===== src/rtl/multiplier_arbiter.sv =====
// Round-robin arbiter sharing one registered multiplier between NUM_REQ requesters.
// Each operation: accept, drive multiplier, capture and shift the product, respond.
module multiplier_arbiter #(
  parameter int unsigned NUM_REQ         = 4,
  parameter int unsigned DATA_WIDTH_FAC1 = 8,
  parameter int unsigned DATA_WIDTH_FAC2 = 8,
  parameter int unsigned DATA_WIDTH_PROD = 20,
  parameter int unsigned Q_BITWIDTH      = $clog2(DATA_WIDTH_PROD),
  parameter int unsigned ID_WIDTH        = $clog2(NUM_REQ)
) (
  input  logic                               clk_i,
  input  logic                               rst_i,
  input  logic [NUM_REQ-1:0]                 req_valid_i,
  output logic [NUM_REQ-1:0]                 req_ready_o,
  input  logic [NUM_REQ*DATA_WIDTH_FAC1-1:0] req_fac1_i,
  input  logic [NUM_REQ*DATA_WIDTH_FAC2-1:0] req_fac2_i,
  input  logic [NUM_REQ*Q_BITWIDTH-1:0]      req_frac_i,
  output logic                               resp_valid_o,
  input  logic                               resp_ready_i,
  output logic [ID_WIDTH-1:0]                resp_id_o,
  output logic [DATA_WIDTH_PROD-1:0]         resp_product_o,
  output logic                               mul_en_o,
  output logic [DATA_WIDTH_FAC1-1:0]         mul_fac1_o,
  output logic [DATA_WIDTH_FAC2-1:0]         mul_fac2_o,
  output logic [Q_BITWIDTH-1:0]              mul_frac_o,
  input  logic [DATA_WIDTH_PROD-1:0]         mul_product_i
);

  typedef enum logic [1:0] {StIdle, StMul, StCapt, StResp} state_e;

  state_e                       state_q, state_d;
  logic [ID_WIDTH-1:0]          rr_ptr_q, rr_ptr_d;
  logic [ID_WIDTH-1:0]          id_q, id_d;
  logic [DATA_WIDTH_FAC1-1:0]   fac1_q, fac1_d;
  logic [DATA_WIDTH_FAC2-1:0]   fac2_q, fac2_d;
  logic [Q_BITWIDTH-1:0]        frac_q, frac_d;
  logic [DATA_WIDTH_PROD-1:0]   result_q, result_d;
  logic [DATA_WIDTH_PROD-1:0]   shifted;

  logic                         grant_found;
  logic [ID_WIDTH-1:0]          grant_id;

  // First valid requester at or after rr_ptr_q, wrapping around.
  always_comb begin
    grant_found = 1'b0;
    grant_id    = '0;
    for (int unsigned i = 0; i < NUM_REQ; i++) begin
      int unsigned idx;
      idx = (32'(rr_ptr_q) + i) % NUM_REQ;
      if (!grant_found && req_valid_i[idx]) begin
        grant_found = 1'b1;
        grant_id    = idx[ID_WIDTH-1:0];
      end
    end
  end

  always_comb begin
    if (32'(frac_q) >= DATA_WIDTH_PROD) begin
      shifted = {DATA_WIDTH_PROD{mul_product_i[DATA_WIDTH_PROD-1]}};
    end else begin
      shifted = $signed(mul_product_i) >>> frac_q;
    end
  end

  always_comb begin
    state_d  = state_q;
    rr_ptr_d = rr_ptr_q;
    id_d     = id_q;
    fac1_d   = fac1_q;
    fac2_d   = fac2_q;
    frac_d   = frac_q;
    result_d = result_q;

    req_ready_o    = '0;
    resp_valid_o   = 1'b0;
    resp_id_o      = '0;
    resp_product_o = '0;
    mul_en_o       = 1'b0;
    mul_fac1_o     = '0;
    mul_fac2_o     = '0;
    mul_frac_o     = '0;

    unique case (state_q)
      StIdle: begin
        if (grant_found) begin
          req_ready_o[grant_id] = 1'b1;
          fac1_d  = req_fac1_i[grant_id*DATA_WIDTH_FAC1 +: DATA_WIDTH_FAC1];
          fac2_d  = req_fac2_i[grant_id*DATA_WIDTH_FAC2 +: DATA_WIDTH_FAC2];
          frac_d  = req_frac_i[grant_id*Q_BITWIDTH +: Q_BITWIDTH];
          id_d    = grant_id;
          state_d = StMul;
        end
      end
      StMul: begin
        mul_en_o   = 1'b1;
        mul_fac1_o = fac1_q;
        mul_fac2_o = fac2_q;
        mul_frac_o = frac_q;
        state_d    = StCapt;
      end
      StCapt: begin
        result_d = shifted;
        state_d  = StResp;
      end
      StResp: begin
        resp_valid_o   = 1'b1;
        resp_id_o      = id_q;
        resp_product_o = result_q;
        if (resp_ready_i) begin
          state_d  = StIdle;
          rr_ptr_d = (id_q == ID_WIDTH'(NUM_REQ - 1)) ? '0 : id_q + 1'b1;
        end
      end
      default: state_d = StIdle;
    endcase
  end

  always_ff @(posedge clk_i) begin
    if (rst_i) begin
      state_q  <= StIdle;
      rr_ptr_q <= '0;
      id_q     <= '0;
      fac1_q   <= '0;
      fac2_q   <= '0;
      frac_q   <= '0;
      result_q <= '0;
    end else begin
      state_q  <= state_d;
      rr_ptr_q <= rr_ptr_d;
      id_q     <= id_d;
      fac1_q   <= fac1_d;
      fac2_q   <= fac2_d;
      frac_q   <= frac_d;
      result_q <= result_d;
    end
  end

endmodule


===== config.mk =====
export PLATFORM = sky130hd
export DESIGN_NAME = multiplier_arbiter
export DESIGN_NICKNAME = d
export VERILOG_FILES = /design/src/rtl/multiplier_arbiter.sv
export SDC_FILE = /design/constraint.sdc
export NUM_CORES = 1
export LEC_CHECK = 0
export ABC_AREA = 1
export CAP_MARGIN = 20
export CORE_MARGIN = 2
export CORE_UTILIZATION = 40
export CTS_CLUSTER_DIAMETER = 60
export DETAILED_ROUTE_END_ITERATION = 12
export MAX_ROUTING_LAYER = met4
export PLACE_DENSITY = 0.73
export SKIP_LAST_GASP = 1
export SYNTH_ARGS = -nofsm -noshare
export SYNTH_HDL_FRONTEND = slang
export SYNTH_SLANG_ARGS = --single-unit

===== constraint.sdc =====
create_clock -name clk_i -period 4.1 [get_ports clk_i]
set_clock_uncertainty 0.05 [all_clocks]
set_input_delay 1.23 -clock clk_i [delete_from_list [all_inputs] [get_ports clk_i]]
set_output_delay 1.23 -clock clk_i [all_outputs]
set_load 0.02 [all_outputs]

==> results of run 1 <==
[through the flow]
| stage | cell area (µm²) | cells | hold slack, ns |
|---|---|---|---|
| 3_5_place_dp | 5914 | 1055 | 0.4176 |
| 5_1_grt | 6088 | 1065 | 0.4500 |
| 4_1_cts | 6057 | 1065 | 0.4300 |
| 2_1_floorplan | 4229 | 780 | 0.3939 |
| 3_3_place_gp | 5914 | 1055 | 0.4092 |
| 6_report | 6088 | 1065 | 0.4241 |
[area by class of cell]
class / instances / area, µm²
Inverter: 152 / 570.5
Sequential cell: 47 / 940.9
Fill cell: 1083 / 4189
Tap cell: 136 / 170.2
Multi-Input combinational cell: 542 / 2552
Clock buffer: 6 / 82.58
Clock inverter: 2 / 35.03
Timing Repair Buffer: 180 / 1737
[routing by layer]
metal | global-route usage [%] | wire length [µm] | up-vias
met5 | - | 0 | -
met4 | 6.308 | 216 | 0
met3 | 5.228 | 980 | 21
met2 | 40.08 | 6097 | 176
met1 | 29.32 | 5849 | 2203
li1 | - | - | 2667
[cell usage in the layout (no fill, tap or decap), drive strengths merged]
cell type,count
o211ai,6
dfxtp,47
a211oi,1
dlymetal6s2s,2
a21oi,28
clkdlybuf4s50,151
nor3,2
clkbuf,6
ha,5
or2,1
nor2,77
inv,151
o21a,1
and2,1
o22ai,1
nand3b,2
dlygate4sd2,2
mux2i,2
clkinv,2
a22oi,1
nand2,253
nor3b,9
bufinv,1
a31oi,1
o21ai,55
a21boi,1
nand3,95
buf,25
[worst max-delay path: cells and delay by family]
kind | cells | cell delay (ns)
buf+inv | 5 | 0.59
simple gates | 10 | 0.78
[power by group]
group	switching (mW)	internal (mW)	leakage [nW]	total, mW
Sequential	0.140	0.656	0.388	0.796
Combinational	1.53	0.911	2.85	2.44
Clock	0.163	0.198	0.0612	0.361
Total	1.83	1.77	3.29	3.60
[registers in the layout (all words and copies together) (netlist names)]
register / count
state_q: 2
frac_q: 5
fac2_q: 8
result_q: 20
fac1_q: 8
id_q: 2
rr_ptr_q: 2
[timing repair]
| item | CTS | global route |
|---|---|---|
| hold endpoints to repair | 0 | 0 |
| resized for setup | 32 | 8 |
| setup endpoints to repair | 4 | 4 |
| pin swaps | 4 | 6 |
| setup buffers | 2 | 0 |
| hold buffers | 0 | 0 |
[final timing paths]
check | end | cells past startpoint
worst min register to register | result_q[8] | 2
worst min-delay path | result_q[8] | 2
worst max register to register | frac_q[1] | 13
worst max-delay path | req_ready_o[0] | 15
[logic make-up after synthesis]
logic type	count (synthesis)
adder cells (fa/ha/maj)	5
AND/OR/NAND/NOR	440
AO/OA/AOI/OAI	95
buffers and inverters	191
multiplexers	2
flip-flops	47
==> flow_metrics.py, run 1 <==
metrics = {
    "synth": {
        "synth_top_area_share_pct": 22.25,
        "seq_area_frac_synth_pct": 22.25,
        "syn-instance-count": 780,
        "post-synth-top-count-cell": "nand2_1",
        "synth_compound_area_share_pct": 11.89,
        "synth_flop_cell": "dfxtp_1",
        "yosysUniqueCellTypes": 36,
        "netlist_area_um2": 4229,
        "synth-adder-area-share_pct": 1.479,
        "synth-edff-count": 0,
        "ys_top_cells_by_count": "nand2_1 (247), inv_1 (147), nand3_1 (93)",
        "yosys_warnings": 0,
        "synth_top_area_cell": "dfxtp_1",
        "synth_seq_cells": 47,
        "synth.avg_cell_area_um2": 5.422,
        "synth_area_leaders": "dfxtp_1 (22%), nand2_1 (22%), inv_1 (13%)",
        "yosys.area_share.simple_pct": 45.24,
        "muxShareOfSynthArea_pct": 0.4734,
        "synth_top_family_by_area": "simple AND/OR/NAND/NOR gates",
        "synth-xor-area-share_pct": 0,
        "synth_fp_nets": 896,
        "async_flop_share_pct": 0,
    },
    "setup_path": {
        "cp_max_fo": 4,
        "slowest_stage": "dlygate4sd2_1",
        "r2r-start": "rr_ptr_q[0]",
        "required_ns": 2.82,
        "crit_chain": "dlygate4sd2_1 -> inv_2 -> nand2_1 -> nand2_1 -> nand2_1 -> nand2_2 -> nor2_1 -> nor2_2 -> nand2_4 -> nand2_4 -> inv_2 -> nor2_4 -> inv_1 -> nor2_1 -> buf_4",
        "r2r_slack_ns": 1.47,
        "crit_start": "req_valid_i[2]",
        "critPathMaxStageDelay_ns": 0.26,
        "crit_path_start_kind": "primary input",
        "path_common_cell": "nand2_1",
        "timing_worst_setup_path_type": "in -> out",
        "crit_path_end_kind": "primary output",
        "critPathArrivalTime_ns": 2.62,
    },
    "clock_network": {
        "cts_buffers": 5,
        "cts_tree": "yes",
        "clock-sinks": 47,
        "clk_latency_ns": 0.30,
        "clockBufferDepth": 2,
        "cts-root-buf": "clkbuf_8",
        "cts.reportedPaths.clkPinSlew_ns": 0.08,
        "h-tree-depth": 2,
    },
    "drt": {
        "drc": 0,
        "first_pass_iters": 5,
        "num_vias": 5067,
        "drt-total-wl_mm": 13.14,
        "routedWlPerCell_um": 12.34,
        "drt_iter0_markers": 191,
        "ant_nets": 0,
        "via_per_inst": 4.758,
    },
    "sta": {
        "setup_viol": 0,
        "setup_ws_ns": 0.2027,
        "tightest_slew_ns": 0.7925,
        "worst_slew_margin_rel_pct": 47.16,
        "finalSetupTns_ns": 0,
        "finalHoldViolations": 0,
        "period_share_pct": 95.06,
        "rsz0062_at_grt": "no",
        "finalMaxSlewViolations": 0,
        "fmax_ghz": 0.2566,
        "min_period_ns": 3.897,
    },
    "global_routing": {
        "antenna_found_initial": 0,
        "grt_pass1_vias": 4646,
        "track_usage_pct": 23.96,
        "grt_pass1_wl_mm": 21.58,
        "grt_max_degree": 52,
        "overflow": 0,
    },
    "run_status": {
        "status": "complete, no violations",
    },
    "floorplan": {
        "die-area_um2": 11410,
        "fp-row-count": 37,
        "ios": 160,
        "chipHeight_um": 106.8,
        "die_x_um": 106.8,
        "core_um2": 10280,
        "start_util_pct": 41.15,
    },
    "power_and_ir_drop": {
        "powerDensity_nw_per_um2": 590.8,
        "ir_drop_mv": 0.2906,
        "p_leak_nw": 3.294,
        "finalPower_mw": 3.597,
    },
    "finish": {
        "final_nets": 1044,
        "finalCoreUtilization_pct": 59.24,
        "n_antenna_cell": 0,
        "area_growth_pct": 43.96,
        "drive_gt1_share_pct": 7.643,
    },
    "job": {
        "maxCapViolations": 0,
    },
    "placement": {
        "io_buffer_count": 159,
        "dpl.hpwl_mm": 10.03,
        "pre_cts_ws_ns": -0.5934,
        "routabilityCongestion": 0.9161,
    },
    "worst_hold_path": {
        "hp-class": "reg -> reg",
        "hold_start": "result_q[8]",
    },
}
No activity file was read; power rests on OpenSTA's default activity.
==> run 2, diff against run 1 <==
CTS_CLUSTER_DIAMETER = 50   (was 60)
==> results of run 2 <==
No change in the layout: final DEF, timing and power equal those of run 1.
==> run 3, diff against run 2 <==
clock period = 4.35 ns   (was 4.1 ns; I/O delays follow)
==> flow_metrics.py, run 3 (synthesis gave the netlist of run 1 again) <==
metrics = {
    "run_status": {
        "status": "complete, no violations",
    },
    "setup_path": {
        "required_ns": 2.99,
        "crit_path_end_kind": "primary output",
        "critPathArrivalTime_ns": 2.91,
        "crit_chain": "clkdlybuf4s50_1 -> inv_1 -> nand2_2 -> nand3_4 -> nand2_4 -> nor2_2 -> nor2_2 -> nand2_4 -> nand2_4 -> inv_2 -> nor2_4 -> inv_1 -> nor2_1 -> buf_4",
        "cp_max_fo": 4,
        "r2r-end": "frac_q[1]",
        "crit_start": "req_valid_i[2]",
        "crit_path_start_kind": "primary input",
        "timing_worst_setup_path_type": "in -> out",
        "r2r_cells": 13,
        "r2r-start": "rr_ptr_q[0]",
        "r2r_slack_ns": 1.77,
        "path_common_cell": "nand2_4",
        "critPathMaxStageDelay_ns": 0.48,
        "slowest_stage": "clkdlybuf4s50_1",
    },
    "global_routing": {
        "overflow": 0,
        "grt_pass1_wl_mm": 21.34,
        "grt_pass1_vias": 4616,
        "track_usage_pct": 23.80,
        "antenna_found_initial": 0,
        "grt_max_degree": 52,
    },
    "drt": {
        "num_vias": 5020,
        "ant_nets": 0,
        "drc": 0,
        "drt_iter0_markers": 231,
        "via_per_inst": 4.727,
        "first_pass_iters": 5,
        "routedWlPerCell_um": 12.20,
        "drt-total-wl_mm": 12.96,
    },
    "power_and_ir_drop": {
        "powerDensity_nw_per_um2": 547.9,
        "ir_drop_mv": 0.2945,
        "p_leak_nw": 3.259,
    },
    "clock_network": {
        "h-tree-depth": 2,
        "hold_buffers": 0,
        "cts_buffers": 5,
        "clockBufferDepth": 2,
        "clock-sinks": 47,
        "cts.reportedPaths.clkPinSlew_ns": 0.09,
        "postCtsSetupBuffers": 0,
        "clk_latency_ns": 0.30,
        "cts_tree": "yes",
        "cts-root-buf": "clkbuf_8",
    },
    "job": {
        "maxCapViolations": 0,
    },
    "floorplan": {
        "die-area_um2": 11410,
        "chipHeight_um": 106.8,
        "fp-row-count": 37,
        "die_x_um": 106.8,
        "core_um2": 10280,
        "start_util_pct": 41.15,
        "ios": 160,
    },
    "placement": {
        "routabilityCongestion": 0.9034,
        "dpl.hpwl_mm": 9.872,
        "io_buffer_count": 159,
        "place_area_um2": 5914,
    },
    "sta": {
        "tightest_slew_ns": 0.7707,
        "min_period_ns": 4.270,
        "finalHoldViolations": 0,
        "setup_viol": 0,
        "fmax_ghz": 0.2342,
        "worst_slew_margin_rel_pct": 48.62,
        "finalMaxSlewViolations": 0,
        "rsz0062_at_grt": "yes",
        "period_share_pct": 98.16,
    },
    "worst_hold_path": {
        "hold_start": "result_q[8]",
        "hp-class": "reg -> reg",
        "hold_end": "result_q[8]",
        "holdPathStages": 2,
    },
    "finish": {
        "area_growth_pct": 42.84,
        "top_register": "result_q",
        "layout_commonest_cell": "nand2_1",
        "largest_reg_flops": 20,
        "fin_area_um2": 6041,
        "n_antenna_cell": 0,
        "final_nets": 1042,
        "top_regs": "result_q (20), fac1_q (8), fac2_q (8)",
        "most-common-layout-cells": "nand2_1 (242), clkdlybuf4s50_1 (154), inv_1 (146)",
        "drive_gt1_share_pct": 7.127,
        "finalCoreUtilization_pct": 58.78,
    },
}
==> run 3: changes by cell type in the layout (fill, tap and decap cells not counted), sizes merged <==
cell,previous run,this run
buf,25,22
bufinv,1,0
clkbuf,6,7
clkdlybuf4s50,151,154
dlygate4sd2,2,0
dlymetal6s2s,2,1
==> run 3: layout make-up <==
class | count | area [µm²]
clock buffer | 6 | 82.58
clock inverter | 1 | 5.005
fill | 1047 | 4237
inverter | 152 | 570.5
multi-input combinational | 542 | 2550
sequential | 47 | 940.9
tap | 136 | 170.2
timing repair buffer | 178 | 1722
==> run 3: what timing repair did <==
action	in CTS	in global routing
resized for setup	15	19
cloned	0	0
pin swaps	0	6
endpoints found under the setup margin	4	4
==> run 3: worst max path at each step <==
stage / endpoint / cells after the start / slack, ns
floorplan: req_ready_o[1] / 10 / 0.34
global placement: req_ready_o[0] / 14 / -0.50
detailed placement: req_ready_o[0] / 14 / -0.52
CTS: req_ready_o[0] / 14 / -0.004
global route: req_ready_o[0] / 14 / -0.04
finish: req_ready_o[0] / 14 / 0.08
==> run 3: where the power goes <==
part | internal, mW | switching, mW
clock network | 0.125 | 0.153
registers | 0.619 | 0.130
logic | 0.848 | 1.43
==> run 3: metrics by stage <==
stage	setup WS, ns	cells	hold slack (ns)	total power [mW]	setup TNS, ns
6_report	0.08000	1062	0.4204	3.309	0
5_1_grt	-0.03819	1062	0.4480	3.659	-0.06856
4_1_cts	-0.003734	1062	0.4254	3.288	-0.003734
3_5_place_dp	-0.5160	1055	0.4124	3.009	-1.679
3_3_place_gp	-0.4988	1055	0.4104	3.005	-1.652
2_1_floorplan	0.3374	780	0.3939	2.346	0
==> run 3: routing by layer <==
layer / track usage [%] / vias to the layer above / share of wire [%]
met1: 29.03 / 2168 / 44
met3: 5.471 / 18 / 8.1
met2: 39.85 / 164 / 46
li1: - / 2670 / -
met4: 6.030 / 0 / 1.7
met5: - / - / 0
==> run 3: critical path, delay by kind of cell <==
kind,cells,cell delay [ns]
buffers and inverters,5,0.80
AND/OR/NAND/NOR,9,0.81
